===== config.mk =====
export PLATFORM = sky130hd
export DESIGN_NAME = ir_dram_loader_flat
export DESIGN_NICKNAME = d
export VERILOG_FILES = /design/src/rtl/ir_dram_loader_if.sv /design/src/rtl/ir_dram_loader.sv /design/src/flat_wrapper.sv
export SDC_FILE = /design/constraint.sdc
export NUM_CORES = 1
export LEC_CHECK = 0
export CORE_AREA = 2 2 88 90
export DETAILED_ROUTE_END_ITERATION = 8
export DIE_AREA = 0 0 90 92
export PLACE_DENSITY = 0.76
export SKIP_CTS_REPAIR_TIMING = 1
export SYNTH_ARGS = -nofsm -noshare
export SYNTH_HDL_FRONTEND = slang
export SYNTH_SLANG_ARGS = --single-unit

===== constraint.sdc =====
create_clock -name clk -period 2.4 [get_ports clk]
set_clock_uncertainty 0.1 [all_clocks]
set_input_delay 0.48 -clock clk [delete_from_list [all_inputs] [get_ports clk]]
set_output_delay 0.48 -clock clk [all_outputs]
set_load 0.03 [all_outputs]

===== src/rtl/ir_dram_loader_if.sv =====
// ir_dram_loader_if
//   Host command channel and DRAM write-port bundle for ir_dram_loader.
//   master : host / diagnostic side (drives commands, observes DRAM port and status)
//   slave  : the loader itself
// Signals
//   cmd_valid  host has a command
//   cmd_ready  loader accepts the command on this rising edge
//   cmd_op     3-bit opcode
//   cmd_data   9-bit operand; cmd_data[8] is operand bit 0 (MSB-first numbering)
//   dram_addr  DRAM write address
//   dram_din   DRAM write data {A[0:2],B[0:2],PAR,J[1:4],J[7:10]}
//   dram_we    DRAM write enable
//   busy       COMMIT sequence in progress
//   done       one-cycle pulse after the odd write
//   wrapped    sticky pair-address wrap flag
interface ir_dram_loader_if #(
  parameter int AW = 9,
  parameter int DW = 15
);
  logic          cmd_valid;
  logic          cmd_ready;
  logic [2:0]    cmd_op;
  logic [8:0]    cmd_data;
  logic [AW-1:0] dram_addr;
  logic [DW-1:0] dram_din;
  logic          dram_we;
  logic          busy;
  logic          done;
  logic          wrapped;

  modport master (
    output cmd_valid, cmd_op, cmd_data,
    input  cmd_ready, dram_addr, dram_din, dram_we, busy, done, wrapped
  );

  modport slave (
    input  cmd_valid, cmd_op, cmd_data,
    output cmd_ready, dram_addr, dram_din, dram_we, busy, done, wrapped
  );
endinterface


===== src/rtl/ir_dram_loader.sv =====
// ir_dram_loader
//   Diagnostic loader/sequencer for the IR dispatch RAM (512 x 15).
//   The host stages A/B/PAR/J fields for one even/odd DRAM pair through
//   diag commands; COMMIT writes the even entry, then the odd entry, on
//   consecutive cycles and (optionally) advances the pair address.
// Ports
//   clk    single clock (DRAM write clock domain)
//   reset  asynchronous, active-high
//   bus    ir_dram_loader_if.slave: command handshake, DRAM write port, status
// Parameters
//   DRAM_WIDTH  data word width; layout is fixed at 15 bits
//   DRAM_SIZE   number of entries; address width = $clog2(DRAM_SIZE)
//   AUTO_INC    1: pair address += 2 after each COMMIT, 0: address held
// Configuration macro
//   IR_DRAM_LOADER_PARGEN_EN  defined: PAR = ~^(other 14 bits), so every stored
//                             word has odd parity; host PAR bits are ignored.
//                             undefined: host-supplied PAR written verbatim.
// Operand bit numbering: the operand is MSB-first [0:8]; operand bit i maps
// to cmd_data[8-i], so operand[0:2] is cmd_data[8:6] and so on.
module ir_dram_loader #(
  parameter int DRAM_WIDTH = 15,
  parameter int DRAM_SIZE  = 512,
  parameter int AUTO_INC   = 1
) (
  input logic            clk,
  input logic            reset,
  ir_dram_loader_if.slave bus
);

  localparam int AW = $clog2(DRAM_SIZE);

  localparam logic [2:0] OP_SET_ADDR  = 3'b000;
  localparam logic [2:0] OP_XY_EVEN   = 3'b001;
  localparam logic [2:0] OP_XY_ODD    = 3'b010;
  localparam logic [2:0] OP_J_COMM    = 3'b011;
  localparam logic [2:0] OP_J_EVEN    = 3'b100;
  localparam logic [2:0] OP_J_ODD     = 3'b101;
  localparam logic [2:0] OP_COMMIT    = 3'b110;
  localparam logic [2:0] OP_CLEAR     = 3'b111;

  typedef enum logic [1:0] {
    IDLE    = 2'd0,
    WR_EVEN = 2'd1,
    WR_ODD  = 2'd2,
    DONE    = 2'd3
  } state_e;

  state_e state;

  // pair base address (always even) and sticky wrap flag
  logic [AW-1:0] base;
  logic          wrapped_q;

  // staging fields for the pair
  logic [2:0] even_a, even_b, odd_a, odd_b;
  logic [3:0] jc, even_j, odd_j;
`ifndef IR_DRAM_LOADER_PARGEN_EN
  logic       even_p, odd_p;
`endif
  logic       even_par, odd_par;

  // registered outputs
  logic                  we_q;
  logic [AW-1:0]         addr_q;
  logic [DRAM_WIDTH-1:0] din_q;
  logic                  busy_q;
  logic                  done_q;
  logic                  ready_q;

  // next pair address after a COMMIT; wraps naturally at the power-of-two size
  logic [AW-1:0] base_next;
  logic          base_at_top;

  always_comb begin
    base_next   = base + AW'(2);
    base_at_top = (base == AW'(DRAM_SIZE - 2));
  end

  // parity bit written into each entry
  always_comb begin
`ifdef IR_DRAM_LOADER_PARGEN_EN
    even_par = ~^{even_a, even_b, jc, even_j};
    odd_par  = ~^{odd_a, odd_b, jc, odd_j};
`else
    even_par = even_p;
    odd_par  = odd_p;
`endif
  end

  logic [DRAM_WIDTH-1:0] even_word, odd_word;

  always_comb begin
    even_word = {even_a, even_b, even_par, jc, even_j};
    odd_word  = {odd_a, odd_b, odd_par, jc, odd_j};
  end

  // Single sequential block: FSM, staging registers and registered outputs.
  // cmd_ready is high exactly in IDLE, so a command can only be accepted there.
  always_ff @(posedge clk or posedge reset) begin
    if (reset) begin
      state     <= IDLE;
      base      <= '0;
      wrapped_q <= 1'b0;
      even_a    <= '0;
      even_b    <= '0;
      odd_a     <= '0;
      odd_b     <= '0;
      jc        <= '0;
      even_j    <= '0;
      odd_j     <= '0;
`ifndef IR_DRAM_LOADER_PARGEN_EN
      even_p    <= 1'b0;
      odd_p     <= 1'b0;
`endif
      we_q      <= 1'b0;
      addr_q    <= '0;
      din_q     <= '0;
      busy_q    <= 1'b0;
      done_q    <= 1'b0;
      ready_q   <= 1'b1;
    end else begin
      case (state)
        IDLE: begin
          if (bus.cmd_valid) begin
            case (bus.cmd_op)
              OP_SET_ADDR: begin
                // operand bit 8 is dropped: base is always the even entry
                base      <= {bus.cmd_data[8:1], 1'b0};
                addr_q    <= {bus.cmd_data[8:1], 1'b0};
                wrapped_q <= 1'b0;
              end
              OP_XY_EVEN: begin
                even_a <= bus.cmd_data[8:6];
                even_b <= bus.cmd_data[5:3];
`ifndef IR_DRAM_LOADER_PARGEN_EN
                even_p <= bus.cmd_data[2];
`endif
              end
              OP_XY_ODD: begin
                odd_a <= bus.cmd_data[8:6];
                odd_b <= bus.cmd_data[5:3];
`ifndef IR_DRAM_LOADER_PARGEN_EN
                odd_p <= bus.cmd_data[2];
`endif
              end
              OP_J_COMM: jc     <= bus.cmd_data[8:5];
              OP_J_EVEN: even_j <= bus.cmd_data[8:5];
              OP_J_ODD:  odd_j  <= bus.cmd_data[8:5];
              OP_COMMIT: begin
                // addr_q already mirrors base while idle
                state   <= WR_EVEN;
                we_q    <= 1'b1;
                din_q   <= even_word;
                busy_q  <= 1'b1;
                ready_q <= 1'b0;
              end
              OP_CLEAR: begin
                even_a <= '0;
                even_b <= '0;
                odd_a  <= '0;
                odd_b  <= '0;
                jc     <= '0;
                even_j <= '0;
                odd_j  <= '0;
`ifndef IR_DRAM_LOADER_PARGEN_EN
                even_p <= 1'b0;
                odd_p  <= 1'b0;
`endif
              end
              default: ;
            endcase
          end
        end
        WR_EVEN: begin
          state  <= WR_ODD;
          addr_q <= {base[AW-1:1], 1'b1};
          din_q  <= odd_word;
        end
        WR_ODD: begin
          state  <= DONE;
          we_q   <= 1'b0;
          addr_q <= base;
          din_q  <= '0;
          done_q <= 1'b1;
        end
        DONE: begin
          state   <= IDLE;
          done_q  <= 1'b0;
          busy_q  <= 1'b0;
          ready_q <= 1'b1;
          if (AUTO_INC != 0) begin
            base   <= base_next;
            addr_q <= base_next;
            if (base_at_top) wrapped_q <= 1'b1;
          end
        end
        default: state <= IDLE;
      endcase
    end
  end

  assign bus.cmd_ready = ready_q;
  assign bus.dram_addr = addr_q;
  assign bus.dram_din  = din_q;
  assign bus.dram_we   = we_q;
  assign bus.busy      = busy_q;
  assign bus.done      = done_q;
  assign bus.wrapped   = wrapped_q;

endmodule


===== src/flat_wrapper.sv =====
// flat-port wrapper written by rule: the top's interface ports become plain ports
module ir_dram_loader_flat 
#(
  parameter int DRAM_WIDTH = 15,
  parameter int DRAM_SIZE  = 512,
  parameter int AUTO_INC   = 1
)
  (clk, reset, bus_cmd_valid, bus_cmd_op, bus_cmd_data, bus_cmd_ready, bus_dram_addr, bus_dram_din, bus_dram_we, bus_busy, bus_done, bus_wrapped);
  ir_dram_loader_if bus_i ();
  input logic clk;
  input logic reset;
  input wire logic [$bits(bus_i.cmd_valid)-1:0] bus_cmd_valid;
  input wire logic [$bits(bus_i.cmd_op)-1:0] bus_cmd_op;
  input wire logic [$bits(bus_i.cmd_data)-1:0] bus_cmd_data;
  output wire logic [$bits(bus_i.cmd_ready)-1:0] bus_cmd_ready;
  output wire logic [$bits(bus_i.dram_addr)-1:0] bus_dram_addr;
  output wire logic [$bits(bus_i.dram_din)-1:0] bus_dram_din;
  output wire logic [$bits(bus_i.dram_we)-1:0] bus_dram_we;
  output wire logic [$bits(bus_i.busy)-1:0] bus_busy;
  output wire logic [$bits(bus_i.done)-1:0] bus_done;
  output wire logic [$bits(bus_i.wrapped)-1:0] bus_wrapped;
  assign bus_i.cmd_valid = bus_cmd_valid;
  assign bus_i.cmd_op = bus_cmd_op;
  assign bus_i.cmd_data = bus_cmd_data;
  assign bus_cmd_ready = bus_i.cmd_ready;
  assign bus_dram_addr = bus_i.dram_addr;
  assign bus_dram_din = bus_i.dram_din;
  assign bus_dram_we = bus_i.dram_we;
  assign bus_busy = bus_i.busy;
  assign bus_done = bus_i.done;
  assign bus_wrapped = bus_i.wrapped;
  ir_dram_loader #(.DRAM_WIDTH(DRAM_WIDTH), .DRAM_SIZE(DRAM_SIZE), .AUTO_INC(AUTO_INC)) u_core (.clk(clk), .reset(reset), .bus(bus_i));
endmodule

==> run summary, run 1 <==
most common cell after layout, fill and taps aside - dfrtp_1
period utilization - 89.04%
Least-Margin Pin Slew - 0.3951 ns
syn_nets - 346
Final Critical Period - 2.137 ns
Tightest Hold Check Type - flip-flop to flip-flop
Final Wtd Congestion - 0.8389
share of layout cells above drive strength 1 - 16.09%
endpoints failing setup - 0
Max stage delay on crit path - 0.66 ns
Synth area leaders - dfrtp_1 49%, mux2_2 7.3%, a21oi_1 4.2%
Core Box Area - 7447 um2
IR drop worst, VDD - 643.1 uV
TNS Setup - 0 ns
Max-slew headroom - 73.58%
critical path class - flip-flop to primary output
YS warnings - 0
R2R depth - 6
clk sinks - 65
Peak Freq - 0.4680 GHz
final WL - 6924 um
Post-synth EDFFs - 0
Final Hold Viols - 0
Pins Over Slew Limit - 0
full die area - 8280 um2
Syn Std Cell Area - 3237 um2
CP delay by family, top - buffers and inverters
synthesis-stage register bit count - 65
Clock transition at path regs - 0.07 ns
post-synthesis cell type count - 46
Pleak - 0.001717 uW
Max clock buf depth - 2
leading area contributor after synthesis - dfrtp_1
DRT iter0 DRCs - 132
Ant. Diodes - 0
largest net degree at the start of global routing - 66
worst hold stages - 2
crit-path cells - clkdlybuf4s50_1
Root Buffer - clkbuf_8
dpl hpwl - 4793 um
# H-tree levels - 3
critical path's slowest cell - clkdlybuf4s50_1
endpoint class of the critical path - primary output
Layout Nets - 395
worst path bufs/invs - 1
share of the synthesized area in the top cell type - 49.48%
die span in x - 90 um
initial antenna violation count - 0
final antenna-violating net count - 0
Wirelength per Cell - 14.40 um
clk_lat worst skew - 0.36 ns
Num CTS Buffers - 9
Post-Syn Instances - 325
Setup crit start kind - flip-flop
ys async rst share - 100.0%
row cnt - 32
routed vias - 2549
residual DRC count - 0
Top Ports - 44
via-per-instance ratio - 5.299
Crit. path cell count - 1
number of max-cap violations - 0
Worst Path Arrival - 1.56 ns
total grt overflow - 0
DRT Pass-1 Iters - 4
Seq/Total Area, Yosys - 50.29%
Die H - 92 um
synth-to-layout area growth - 25.32%
GRT Overall Usage - 17.83%
RSZ-0062 raised after global routing - no
status - completed
Starting Density - 43.46%
Worst Path Required - 1.82 ns
TritonCTS clock tree - built
most frequent cells in the layout - 64 x dfrtp_1, 42 x clkdlybuf4s50_1, 27 x nor2_1, 26 x a21oi_1, 25 x nand2_1
critical path fanouts, max - 3
vias in the first global route - 2486
syn avg cell area - 9.960 um2
Buffers on Ports - 42
Power Dens Cells - 1448 nW/um2
first-pass GRT wire length - 11810 um
Top FF cell, synth - dfrtp_1
final core occ - 54.47%
## tightest hold or removal path, delay by kind of cell, from the launching register on
kind               cells  cell delay (ns)
and+or+nand+nor        1             0.05
DFF                    1             0.34
AOI/OAI and AO/OA      1             0.06
## synthesized netlist by cell type, types with 6 or more instances
master,count
mux2i_1,8
nand2_1,25
clkbuf_1,7
nor2b_1,11
o21ai_0,21
mux2_2,21
inv_1,12
a21oi_1,27
buf_2,6
a31oi_1,19
nor2_1,27
ha_1,6
nand3_1,10
and2_1,7
dfrtp_1,64
## per-stage QoR
step	cells	instance area (um2)	power (uW)	setup slack (ns)	hold slack, ns
floorplan	325	3237	3933	0.1952	0.3495
global placement	465	3841	4795	0.1064	0.3630
detailed placement	465	3841	4896	0.09484	0.3701
CTS	481	4056	5905	0.2492	0.3867
global route	481	4056	6304	0.2365	0.4095
finish	481	4056	5872	0.2631	0.3828
## worst paths after layout
kind,start,endpoint,slack [ns]
setup / recovery,u_core.bus.cmd_ready,bus_cmd_ready,0.26
hold / removal,u_core.odd_j[2],u_core.odd_j[2],0.38
setup reg to reg,u_core.state[0],u_core.bus.dram_addr[4],0.42
hold reg to reg,u_core.odd_j[2],u_core.odd_j[2],0.38
max in group asynchronous,reset,u_core.bus.cmd_ready,1.47
min in group asynchronous,reset,u_core.bus.dram_din[6],0.40
## kinds of logic after synthesis
logic type / count (synthesis) / synth area share (%)
buffers and inverters: 32 / 4.523
adders and majority gates: 6 / 2.319
muxes: 29 / 9.780
and+or+nand+nor: 104 / 16.58
DFF: 65 / 50.29
AOI/OAI and AO/OA: 85 / 15.42
xor gates and xnor gates: 4 / 1.082
## per-layer routing
layer / vias to the layer above / part of all wire (%) / track usage [%]
li1: 1242 / - / -
met1: 1233 / 46 / 23.11
met2: 61 / 48 / 28.70
met5: - / 0 / 0
met4: 0 / 1.9 / 9.103
met3: 13 / 4.2 / 3.369
## power by group
group	leakage (uW)	total (uW)	switching (uW)	internal, uW
Clock	0.000105	999	436	563
Combinational	0.000815	2910	1670	1240
Sequential	0.000797	1970	330	1640
## area by class of cell
class,count,area [um2]
clock inverters,4,50.05
clock buffers,12,165.2
fillers,698,3391
inverters,13,48.80
multi-input cells,228,1466
well taps,102,127.6
repair buffers,57,570.5
flip-flops and latches,65,1628
## flip-flops by register name, indices dropped and copies added (netlist names), 2 cells and up
signal,cells
u_core.base,8
u_core.bus.dram_addr,9
u_core.bus.dram_din,15
u_core.even_a,3
u_core.even_b,3
u_core.even_j,4
u_core.jc,4
u_core.odd_a,3
u_core.odd_b,3
u_core.odd_j,4
u_core.state,2
Note: power is estimated with default switching activity, not from simulation.
==> run 2, diff against run 1 <==
HOLD_SLACK_MARGIN = 0.02   (was unset)
PLACE_DENSITY = 0.78   (was 0.76)
clock period = 1.9 ns   (was 2.4 ns; I/O delays follow)
==> run 2 against run 1 <==
  * Clock power up 4%
  * Core utilization up 1.2 points
  * First-iteration DRC count up 23%
  * Critical path depth unchanged
==> run summary, run 2 (synthesized netlist as in run 1, its figures left out) <==
status - completed
largest net degree at the start of global routing - 66 (unchanged)
Max clock buf depth - 2 (unchanged)
synth-to-layout area growth - 28.02%
Core Box Area - 7447 um2 (unchanged)
endpoint class of the critical path - primary output
crit-path cells - clkdlybuf4s50_1
Starting Density - 43.46% (unchanged)
Max-slew headroom - 76.82% (+3.2 points)
Ant. Diodes - 0 (unchanged)
first-pass GRT wire length - 11960 um (+1.3%)
Peak Freq - 0.5386 GHz
initial antenna violation count - 0 (unchanged)
Final Hold Viols - 0 (unchanged)
Layout Cells excl Fill - 492 (+2.3%)
most common cell after layout, fill and taps aside - dfrtp_1
Pleak - 0.001786 uW (+4.0%)
critical path fanouts, max - 2 (-1)
TritonCTS clock tree - built
routed vias - 2572 (+0.90%)
Worst Path Required - 1.42 ns (-0.40 ns)
row cnt - 32 (unchanged)
Setup crit start kind - flip-flop
clk_lat worst skew - 0.33 ns (-0.03 ns)
residual DRC count - 0 (unchanged)
Wirelength per Cell - 14.16 um (-1.6%)
Max stage delay on crit path - 0.68 ns (+0.02 ns)
Num CTS Buffers - 9 (unchanged)
DRT Pass-1 Iters - 4 (unchanged)
total power - 7361 uW (+25%)
final core occ - 55.65% (+1.2 points)
via-per-instance ratio - 5.228 (-1.4%)
Least-Margin Pin Slew - 0.3477 ns (-0.04744 ns)
Top Ports - 44 (unchanged)
Crit. path cell count - 1 (unchanged)
number of max-cap violations - 0 (unchanged)
vias in the first global route - 2510 (+0.97%)
RSZ-0062 raised after global routing - no
final WL - 6969 um (+0.65%)
CP delay by family, top - buffers and inverters
die span in x - 90 um (unchanged)
# fillers - 712 (+2.0%)
Root Buffer - clkbuf_8
Final Critical Period - 1.857 ns
dpl hpwl - 4926 um (+2.8%)
total grt overflow - 0 (unchanged)
Tightest Hold Check Type - primary input to asynchronous set/reset pin
Buffers on Ports - 42 (unchanged)
# H-tree levels - 3 (unchanged)
most frequent cells in the layout - 64 x dfrtp_1, 39 x clkdlybuf4s50_1, 27 x nor2_1, 26 x a21oi_1, 25 x nand2_1
critical path class - flip-flop to primary output
Layout Nets - 406 (+2.8%)
DRT iter0 DRCs - 162 (+23%)
Worst Path Arrival - 1.38 ns (-0.18 ns)
worst path bufs/invs - 1 (unchanged)
R2R depth - 7 (+1)
Clock transition at path regs - 0.06 ns (about the same)
GRT Overall Usage - 17.90% (+0.071 points)
Pins Over Slew Limit - 0 (unchanged)
final antenna-violating net count - 0 (unchanged)
placed instance count - 476 (+2.4%)
Worst Hold Slack - 0.3809 ns (-0.001838 ns)
Die H - 92 um (unchanged)
critical path's slowest cell - clkdlybuf4s50_1
Power Dens Cells - 1776 nW/um2 (+23%)
Final Wtd Congestion - 0.8470 (+0.97%)
full die area - 8280 um2 (unchanged)
max reg flops - 15 (unchanged)
IR drop worst, VDD - 940.6 uV (+46%)
placed cell area - 3940 um2 (+2.6%)
share of layout cells above drive strength 1 - 18.46% (+2.4 points)
period utilization - 97.71%
endpoints failing setup - 0 (unchanged)
clk sinks - 65 (unchanged)
fin area - 4144 um2 (+2.2%)
[run 2: cell types whose count changed in the layout (fill, tap and decap cells not counted), moves of 3 or more]
cell,previous run,this run
clkdlybuf4s50_1,42,39
dlymetal6s2s_1,0,3
buf_4,12,21
clkbuf_1,0,3
[run 2: path summary, 6_finish.rpt]
kind	to	start	slack [ns]
max	bus_dram_addr[8]	u_core.bus.dram_addr[8]	0.04
min reg2reg	u_core.jc[1]	u_core.jc[1]	0.38
max reg2reg	u_core.bus.dram_addr[8]	u_core.state[0]	0.16
max in group asynchronous	u_core.bus.cmd_ready	reset	0.99
min	u_core.jc[2]	reset	0.38
min in group clk	u_core.jc[1]	u_core.jc[1]	0.38
[run 2: metal layers]
metal,track usage [%],part of all wire (%),vias up
li1,-,-,1269
met1,23.54,44,1231
met2,29.70,50,66
met3,3.122,4.8,6
met4,6.923,0.88,0
met5,0,0,-
[run 2: area by class of cell]
| type | instances | area (um2) | area share (%) |
|---|---|---|---|
| multi-input combinational | 228 | 1484 | 35.81 |
| timing repair buffer | 68 | 676.9 | 16.33 |
| tap | 102 | 127.6 | 3.080 |
| clock buffer | 14 | 162.7 | 3.925 |
| clock inverter | 2 | 12.51 | 0.3019 |
| inverter | 13 | 52.55 | 1.268 |
| sequential | 65 | 1628 | 39.28 |
[run 2: stage by stage]
step	TNS, ns	setup WS, ns
5_1_grt	0	0.002729
6_report	0	0.04343
2_1_floorplan	0	0.03009
3_5_place_dp	-5.966	-0.2502
3_3_place_gp	-4.995	-0.2073
4_1_cts	-0.1537	-0.1292
[run 2: where the power goes]
| part | switching, uW | internal, uW | total [uW] |
|---|---|---|---|
| clock | 498 | 545 | 1040 |
| sequential | 422 | 2070 | 2490 |
| combinational | 2160 | 1670 | 3830 |
| total | 3080 | 4280 | 7360 |
==> run 3, diff against run 2 <==
MAX_ROUTING_LAYER = met4   (was unset)
==> run 3 against run 2 <==
  * Critical path depth did not move
  * Routed wire length fell by 0.30%
  * Die area stayed put
  * Setup slack better by 0.0031 ns
  * Global-route usage increased by 0.55 points
  * Fmax grew 0.17%
  * Hold slack improved by 0.0040 ns
  * Clock power barely moved
  * Non-clock buffer count is the same
  * Cell count unchanged
==> run summary, run 3 (synthesized netlist as in run 1, its figures left out) <==
vias in the first global route - 2508 (-0.080%)
crit-path cells - clkdlybuf4s50_1
IR drop worst, VDD - 937.7 uV (-0.31%)
total grt overflow - 0 (unchanged)
R2R depth - 7 (unchanged)
TNS Setup - 0 ns (unchanged)
Num CTS Buffers - 9 (unchanged)
most frequent cells in the layout - 64 x dfrtp_1, 39 x clkdlybuf4s50_1, 27 x nor2_1, 26 x a21oi_1, 25 x nand2_1
Peak Freq - 0.5395 GHz (+0.17%)
Ant. Diodes - 0 (unchanged)
multi-input logic area - 1484 um2 (unchanged)
period utilization - 97.55% (-0.16 points)
Hold EP - u_core.jc[1]
max reg flops - 15 (unchanged)
Pins Over Slew Limit - 0 (unchanged)
Top Ports - 44 (unchanged)
most common cell after layout, fill and taps aside - dfrtp_1
# fillers - 712 (unchanged)
total power - 7352 uW (-0.12%)
Sw Pwr - 3070 uW (-0.31%)
Pleak - 0.001786 uW (unchanged)
Max clock buf depth - 2 (unchanged)
endpoints failing setup - 0 (unchanged)
placed cell area - 3940 um2 (unchanged)
Sw Share - 41.76% (-0.080 points)
# H-tree levels - 3 (unchanged)
worst hold stages - 2
number of max-cap violations - 0 (unchanged)
Sequential Power Share - 33.9% (about the same)
Starting Density - 43.46% (unchanged)
final setup margin - 0.04653 ns (+0.003096 ns)
HP Start - u_core.jc[1]
Max stage delay on crit path - 0.68 ns (about the same)
Clock transition at path regs - 0.07 ns (about the same)
endpoint class of the critical path - primary output
critical path fanouts, max - 2 (unchanged)
RR Startpoint - u_core.state[0]
Least-Margin Pin Slew - 0.3424 ns (-0.005322 ns)
Tightest Hold Check Type - flip-flop to flip-flop
Setup crit start kind - flip-flop
final antenna-violating net count - 0 (unchanged)
share of total power in the clock network - 14.1% (about the same)
critical path's slowest cell - clkdlybuf4s50_1
DRT Pass-1 Iters - 4 (unchanged)
RSZ-0062 raised after global routing - no
Worst Path Arrival - 1.37 ns (about the same)
Register Area - 1628 um2 (unchanged)
worst path bufs/invs - 1 (unchanged)
status - completed
dpl hpwl - 4926 um (unchanged)
CP delay by family, top - buffers and inverters
combinational power share - 52.0% (about the same)
Buffers on Ports - 42 (unchanged)
DRT iter0 DRCs - 129 (-20%)
Final Wtd Congestion - 0.8603 (+1.6%)
Final Critical Period - 1.853 ns (-0.003096 ns)
clk_lat worst skew - 0.33 ns (about the same)
Wirelength per Cell - 14.12 um (-0.30%)
final WL - 6948 um (-0.30%)
Worst Hold Slack - 0.3849 ns (+0.003954 ns)
GRT Overall Usage - 18.45% (+0.55 points)
Root Buffer - clkbuf_8
die span in x - 90 um (unchanged)
flop2flop setup slack - 0.15 ns (about the same)
Core Box Area - 7447 um2 (unchanged)
full die area - 8280 um2 (unchanged)
Worst Path Required - 1.42 ns (about the same)
row cnt - 32 (unchanged)
initial antenna violation count - 0 (unchanged)
residual DRC count - 0 (unchanged)
clk sinks - 65 (unchanged)
critical path class - flip-flop to primary output
largest net degree at the start of global routing - 66 (unchanged)
Power Dens Cells - 1774 nW/um2 (-0.12%)
first-pass GRT wire length - 11990 um (+0.18%)
dpl ws - -0.2502 ns (unchanged)
Layout Nets - 406 (unchanged)
via-per-instance ratio - 5.254 (+0.51%)
share of layout cells above drive strength 1 - 18.46% (unchanged)
Final Hold Viols - 0 (unchanged)
fin area - 4144 um2 (unchanged)
Pint - 4282 uW (about the same)
synth-to-layout area growth - 28.02% (unchanged)
Die H - 92 um (unchanged)
TritonCTS clock tree - built
Max-slew headroom - 77.17% (+0.35 points)
routed vias - 2585 (+0.51%)
Reg-to-Reg End - u_core.base[1]
==> run 3: area by class of cell <==
type	count	share of cell area, %
flip-flops and latches	65	39.28
multi-input cells	228	35.81
clock inverters	2	0.3019
well taps	102	3.080
inverters	13	1.268
clock buffers	14	3.925
repair buffers	68	16.33
==> run 3: worst max path at each step <==
stage | slack, ns | from | end | cells past startpoint
3_5_place_dp | -0.25 | bus_cmd_op[1] | u_core.bus.dram_addr[8] | 6
2_1_floorplan | 0.03 | u_core.state[0] | u_core.even_j[0] | 6
5_1_grt | 0.003 | u_core.state[0] | u_core.bus.dram_addr[6] | 5
6_report | 0.05 | u_core.bus.dram_addr[8] | bus_dram_addr[8] | 1
3_3_place_gp | -0.21 | bus_cmd_op[1] | u_core.bus.dram_addr[8] | 6
4_1_cts | -0.13 | u_core.bus.cmd_ready | bus_cmd_ready | 1
==> run 3: worst reg2reg max path: stages, from the launching register on <==
cell	delay [ns]
dfrtp_1	0.43
inv_2	0.13
ha_4	0.19
nand2b_1	0.16
a21boi_1	0.17
buf_4	0.21
o21bai_1	0.14
mux2i_1	0.09
==> run 3: per-stage QoR <==
step,utilization (%),std cells
after floorplan,-,325
after global placement,52.91,476
after detailed placement,52.91,476
after CTS,55.26,492
after global routing,55.65,492
final,55.65,492
==> run 3: metal layers <==
metal  wire length, um  share of wire, %  global-route usage [%]  vias up
met5                 0                 0                       -        -
met4                47              0.68                   6.923        0
met3               305               4.4                   3.122        4
met2              3524                51                   29.89       66
met1              3070                44                   23.49     1244
li1                  -                 -                       -     1271
==> run 3: power groups by stage <==
| stage | clock network [uW] | logic [uW] | registers, uW |
|---|---|---|---|
| after floorplan | 0 | 2000 | 2970 |
| after global placement | 0 | 3680 | 2470 |
| after detailed placement | 0 | 3780 | 2510 |
| after CTS | 1060 | 3810 | 2490 |
| after global routing | 1120 | 4220 | 2580 |
| final | 1040 | 3820 | 2490 |
